**config.mk**
```make
export PLATFORM = sky130hd
export DESIGN_NAME = override_reg
export DESIGN_NICKNAME = d
export VERILOG_FILES = /design/src/rtl/override_reg.sv
export SDC_FILE = /design/constraint.sdc
export NUM_CORES = 1
export LEC_CHECK = 0
export ABC_CLOCK_PERIOD_IN_PS = 2200
export BUFFER_PORTS_ARGS = -buffer_cell sky130_fd_sc_hd__buf_4
export CAP_MARGIN = 25
export CORE_MARGIN = 2
export CORE_UTILIZATION = 50
export DETAILED_ROUTE_END_ITERATION = 7
export PLACE_DENSITY = 0.81
export SYNTH_ARGS = -nofsm -noshare
export SYNTH_HDL_FRONTEND = slang
export SYNTH_SLANG_ARGS = --single-unit
```
**constraint.sdc**
```tcl
create_clock -name clk -period 2.2 [get_ports clk]
set_clock_uncertainty 0.2 [all_clocks]
set_input_delay 0 -clock clk [delete_from_list [all_inputs] [get_ports clk]]
set_output_delay 0 -clock clk [all_outputs]
set_load 0.05 [all_outputs]
```
**src/rtl/override_reg.sv**
```systemverilog
// Datapath holding register with force/release override; 1-cycle latency for data and force.
// Release returns q to the datapath (wire-like) or keeps the forced value (reg-like) per RELEASE_MODE.
module override_reg #(
  parameter int WIDTH        = 5,
  parameter int RELEASE_MODE = 0
) (
  input  logic             clk,
  input  logic             rst,
  input  logic [WIDTH-1:0] d_in,
  input  logic             d_valid,
  input  logic             frc_req,
  input  logic [WIDTH-1:0] frc_val,
  input  logic [7:0]       frc_cycles,
  input  logic             rel_req,
  output logic [WIDTH-1:0] q,
  output logic             forced,
  output logic             frc_ack,
  output logic             rel_pulse
);

  typedef enum logic {IDLE, FORCED} state_t;

  state_t           state;
  logic [WIDTH-1:0] shadow;
  logic [7:0]       cnt;
  logic             infinite;
  logic             release_now;

  assign release_now = rel_req || (!infinite && cnt == 8'd1);

  always_ff @(posedge clk) begin
    if (rst) begin
      state     <= IDLE;
      q         <= '0;
      shadow    <= '0;
      cnt       <= '0;
      infinite  <= 1'b0;
      forced    <= 1'b0;
      frc_ack   <= 1'b0;
      rel_pulse <= 1'b0;
    end else begin
      frc_ack   <= 1'b0;
      rel_pulse <= 1'b0;
      // Shadow tracks the datapath even while the output is overridden.
      if (d_valid) shadow <= d_in;
      case (state)
        IDLE: begin
          if (frc_req) begin
            state    <= FORCED;
            forced   <= 1'b1;
            frc_ack  <= 1'b1;
            q        <= frc_val;
            cnt      <= frc_cycles;
            infinite <= (frc_cycles == 8'd0);
          end else if (d_valid) begin
            q <= d_in;
          end
        end
        FORCED: begin
          if (release_now) begin
            state     <= IDLE;
            forced    <= 1'b0;
            rel_pulse <= 1'b1;
            cnt       <= '0;
            infinite  <= 1'b0;
            if (d_valid) q <= d_in;
            else if (RELEASE_MODE == 0) q <= shadow;
          end else if (frc_req) begin
            frc_ack  <= 1'b1;
            q        <= frc_val;
            cnt      <= frc_cycles;
            infinite <= (frc_cycles == 8'd0);
          end else if (!infinite) begin
            cnt <= cnt - 8'd1;
          end
        end
        default: state <= IDLE;
      endcase
    end
  end

endmodule

```
---- After elaboration in Yosys (flattened, before gate mapping) ----
Index checks and enable logic that the tools add are counted.
storage, ports and cells
  word-level logic and storage cells ...... 47
  ROM bits ................................ 0
  register bits after elaboration ......... 23
  output and inout port bits .............. 8
  bits in latches ......................... 0
  memories kept ........................... 0
  bits in writable memories ............... 0
operators by class
  bitwise logic cells ..................... 1
  reduce and logical (&&, ||, !) cells .... 8
  shift operators ......................... 0
  divide/modulo/power cells ............... 0
  muxes and demuxes ....................... 23
  equality and inequality tests ........... 6
  magnitude comparators ................... 0
  add/subtract/negate cells ............... 1
  multiply operators ...................... 0
operators with widths
  cell                                                                      number
  8-bit two-way mux                                                         4
  5-bit two-way mux                                                         5
  8-bit one-hot mux with 2 select lines                                     1
  5-bit one-hot mux with 2 select lines                                     1
  8-bit by 1-bit equality test with 1-bit output (second input constant)    1
  8-bit zero test                                                           1
  1-bit two-way mux                                                         8
  1-bit one-hot mux with 2 select lines                                     4
  8-bit by 1-bit subtractor with 8-bit output (second input constant)       1
  2-bit AND reduction                                                       3
  4-bit by 3-bit inequality test with 1-bit output (second input constant)  1
  3-bit by 2-bit inequality test with 1-bit output (second input constant)  1
  3-bit inequality test (second input constant)                             1
  2-bit by 1-bit inequality test with 1-bit output (second input constant)  1
  2-bit inequality test (second input constant)                             1
  2-bit OR reduction                                                        1
  1-bit logical AND                                                         1
  1-bit zero test                                                           1
  1-bit logical OR                                                          1
  1-bit NOT                                                                 1

---- Logic depth before layout (Yosys ltp) ----
  depth in word-level cells ............... 5
  depth in mapped cells ................... 7
  gate-level depth less buffers ........... 6

---- Worst setup path before layout ----
No wires, ideal clock.
  kind .................................... reg2reg
  start point ............................. register cnt[1]
  end point ............................... register q[1]
  stages on the path, launching flop included .. 7
  data arrival time ....................... 1.656 ns
  clock period less this slack ............ 1.975 ns
  slack ................................... 0.225 ns
  buffers on the path ..................... 0
  library setup time ...................... 0.119 ns
  path through ............................ dfxtp_1 -> inv_1 -> ha_1 -> nor4b_2 -> a2111o_1 -> and2_1 -> o221a_2
between the ends
  longest elaborated chain between the ends .. 5
  elaborated cells on any way between the ends .. 7
RTL lines
  element                                                                                       RTL line  source
  from (decl)                                                                                   25        logic [7:0] cnt;
  from (signal assigned)                                                                        53        cnt <= frc_cycles;
  from (signal assigned)                                                                        71        cnt <= frc_cycles;
  from (signal assigned)                                                                        74        cnt <= cnt - 8'd1;
  8-bit by 1-bit equality test with 1-bit output *                                              29        assign release_now = rel_req || (!infinite && cnt == 8'd1);
  1-bit logical AND *                                                                           29
  1-bit logical OR *                                                                            29
  5-bit two-way mux / 3-bit by 2-bit inequality test with 1-bit output (equally long branches)  n/a
  5-bit one-hot mux with 2 select lines / 2-bit AND reduction (equally long branches)           n/a
  to (signal assigned)                                                                          52        q <= frc_val;
  to (signal assigned)                                                                          66        if (d_valid) q <= d_in;
  to (signal assigned)                                                                          67        else if (RELEASE_MODE == 0) q <= shadow;
  to (decl)                                                                                     15        output logic [WIDTH-1:0] q,
Every way passes the cells marked *; elsewhere a longest branch is shown, timed or not.
A chain may end at the register's enable or synchronous reset.

---- Worst setup path after layout ----
  start point ............................. input d_in[1]
  end point ............................... register shadow[1]
between the ends
  longest elaborated chain between the ends .. 1
RTL lines
  element               RTL line  source
  from (decl)           9         input logic [WIDTH-1:0] d_in,
  5-bit two-way mux     n/a
  to (signal assigned)  45        if (d_valid) shadow <= d_in;
  to (decl)             24        logic [WIDTH-1:0] shadow;
Every way passes these cells.

==> summary.md <==
| Metric | Value |
|---|---|
| FMAX | `0.4749 GHz` |
| Period utilization | `95.71%` |
| Detailed Place HPWL | `2637 µm` |
| Final Non-Filler Cells | `246` |
| Top_reg_cell synth | `dfxtp_1` |
| Endpoints failing hold | `0` |
| Worst slew margin | `69.94%` |
| Clock Tree Buf Depth | `2` |
| GPL Wtd Cong | `0.9357` |
| DRT iter0 DRCs | `137` |
| Synth Register Bits | `23` |
| Critical Path Fanout Max | `2` |
| Gate power share | `36.3%` |
| Leakage power | `0.8215 nW` |
| Max VDD drop | `0.0004864 V` |
| Internal Power | `705.7 µW` |
| DRC violations left | `0` |
| CP cell instances | `dlygate4sd3_1 -> buf_4 -> mux2i_1 -> dlygate4sd3_1 -> nor2_1 -> dlygate4sd3_1` |
| Synth cell count leaders | `dfxtp_1 (23), nor2_1 (16), a21oi_1 (12)` |
| Final setup fails | `0` |
| Element type at the critical path start | `input pin` |
| Cts bufs inserted | `3` |
| Setup TNS | `0 ns` |
| Yosys warns | `0` |
| Die ar. | `3002 µm²` |
| Syn Nets | `176` |
| Synthesized area per cell | `8.543 µm²` |
| Vias in the first global route | `1430` |
| Pins over their slew limit | `0` |
| Status | `complete, no violations` |
| Slowest-stage cell, CP | `dlygate4sd3_1` |
| Global router's overall resource usage | `32.18%` |
| EDFF count, synth | `0` |
| Final setup margin | `0.09430 ns` |
| CORE AREA | `2455 µm²` |
| Top cell by count, worst path | `dlygate4sd3_1` |
| R2r startpoint | `cnt[1]` |
| Starting Density | `52.55%` |
| Area after DPL | `1538 µm²` |
| Worst hold start | `frc_val[1]` |
| CP arrival | `2.13 ns` |
| Slew @ Worst Pin | `0.4490 ns` |
| Reg clk slew, reported paths | `0.13 ns` |
| GRT Residual Overflow | `0` |
| Largest net degree at the start of global routing | `22` |
| CTS tree | `yes` |
| Drt first pass iters | `4` |
| Global-route wire length before repair | `6844 µm` |
| Crit path kind | `input pin to register` |
| # Max-Cap Violations | `0` |
| Area grow syn2layout | `50.92%` |
| Source of the critical timing path | `d_in[1]` |
| Die outline height | `54.80 µm` |
| WL per Instance | `19.40 µm` |
| Worst path max stage delay | `0.62 ns` |
| Total number of vias | `1587` |
| Sw frac | `35.84%` |
| WL final | `4772 µm` |
| RSZ-0062 raised after global routing | `no` |
| Post-synth top area share | `35.69%` |
| Clk Latency, worst-skew pair | `0.34 ns` |
| Cell taking the most area after synthesis | `dfxtp_1` |
| Final hold slack | `0.01148 ns` |
| # IOs | `31` |
| Hold Crit Class | `input pin to register` |
| # clock sinks | `23` |
| Clock power share | `19.6%` |
| FP Rows | `18` |
| Async set-or-reset flop fraction in the synthesized netlist | `0%` |
| Port buffer count | `30` |
| Top-count cell post-synth | `dfxtp_1` |
| Synth top area cells | `dfxtp_1 (36%), mux2i_1 (7.8%), a21oi_1 (4.7%)` |
| Mapped Cells | `151` |
| Die extent in x | `54.80 µm` |
| Sequential power share | `44.1%` |
| Cell variety after synth | `41` |
| CTS Root Cell | `clkbuf_4` |
| Worst Setup End Kind | `register` |
| Seq/Total Area, Yosys | `35.69%` |
| N_diodes | `0` |
| Sw power | `394.3 µW` |
| Layout cells sized above 1 | `23.15%` |
| Dpl ws | `0.008724 ns` |
| Placed cells | `204` |
| Required time of the critical path | `2.23 ns` |
| Pwr Density | `565.0 nW/µm²` |
| Vias per inst | `6.451` |
| Final Cell Area | `1947 µm²` |
| Post-Syn Area | `1290 µm²` |
| Antenna-violating nets left | `0` |
| Final Net Count | `242` |
| Tmin final | `2.106 ns` |
| Htree depth | `1` |
| Initial antenna violation count | `0` |
==> repair_timing <==
item                                    in CTS  in global routing
pin swaps                                    0                  2
hold endpoints to repair                    23                  0
buffers inserted                             0                  6
cloned                                       0                  1
resized for setup                            2                  2
endpoints found under the setup margin       5                  6
hold buffers                                31                  0
==> stage by stage <==
stage | util (%) | total power, mW
2_1_floorplan | - | 0.6871
4_1_cts | 77.01 | 1.041
5_1_grt | 79.31 | 1.138
3_3_place_gp | 62.64 | 0.7806
6_report | 79.31 | 1.100
3_5_place_dp | 62.64 | 0.7910
==> registers in the layout (all words and copies together) (netlist names) <==
| name | count |
|---|---|
| forced | 1 |
| state | 1 |
| rel_pulse | 1 |
| q | 5 |
| shadow | 5 |
| infinite | 1 |
| frc_ack | 1 |
| cnt | 8 |
==> final timing paths <==
path | end | slack [ns] | cells after the start
setup / recovery | shadow[1] | 0.09 | 6
hold / removal | q[1] | 0.01 | 4
setup reg to reg | q[2] | 0.12 | 6
hold reg to reg | forced | 0.33 | 2
==> cell type report <==
| cell class | count | area (µm²) |
|---|---|---|
| clock buffers | 4 | 26.28 |
| well taps | 30 | 37.54 |
| multi-input cells | 113 | 790.8 |
| flip-flops and latches | 23 | 462.9 |
| repair buffers | 71 | 610.6 |
| inverters | 5 | 18.77 |
| fillers | 136 | 508.0 |
==> power groups by stage <==
| stage | combinational [mW] | sequential [mW] | clock (mW) |
|---|---|---|---|
| floorplan | 0.159 | 0.528 | 0 |
| global placement | 0.294 | 0.486 | 0 |
| detailed placement | 0.303 | 0.488 | 0 |
| CTS | 0.355 | 0.480 | 0.206 |
| global route | 0.421 | 0.488 | 0.230 |
| finish | 0.400 | 0.485 | 0.216 |
==> cells in the final DEF (no fill, tap or decap), types with 4 or more instances in the layout <==
| cell | Yosys | routed |
|---|---|---|
| nor3_1 | 7 | 7 |
| inv_1 | 5 | 5 |
| a21oi_1 | 12 | 12 |
| a31oi_1 | 6 | 6 |
| a21o_1 | 5 | 5 |
| mux2i_1 | 10 | 10 |
| buf_4 | 0 | 40 |
| dlygate4sd3_1 | 0 | 31 |
| nand2_1 | 5 | 5 |
| dfxtp_1 | 23 | 21 |
| nor2_1 | 16 | 16 |
| a311oi_1 | 4 | 4 |
| or3_1 | 5 | 5 |
==> cell families (layout without fill, tap and decap cells) <==
family / Yosys count / in the layout / synth area share (%)
multiplexers: 10 / 10 / 7.760
buffers and inverters: 16 / 80 / 4.947
AND/OR/NAND/NOR: 46 / 46 / 19.30
XOR/XNOR: 4 / 4 / 2.716
adder cells (fa/ha/maj): 2 / 2 / 1.940
AO/OA/AOI/OAI: 50 / 51 / 27.64
flip-flops: 23 / 23 / 35.69
==> metal layers <==
metal	global-route usage, %	routed length [µm]	vias to the layer above
met2	51.19	2234	149
met4	12.08	189	0
li1	-	-	704
met1	42.93	1752	708
met3	5.738	596	26
met5	0	0	-
==> worst max-delay path, delay by kind of cell <==
family / cells / cell delay [ns]
simple gates: 1 / 0.05
buf+inv: 4 / 1.86
mux: 1 / 0.23
No activity file was read; power rests on OpenSTA's default activity.
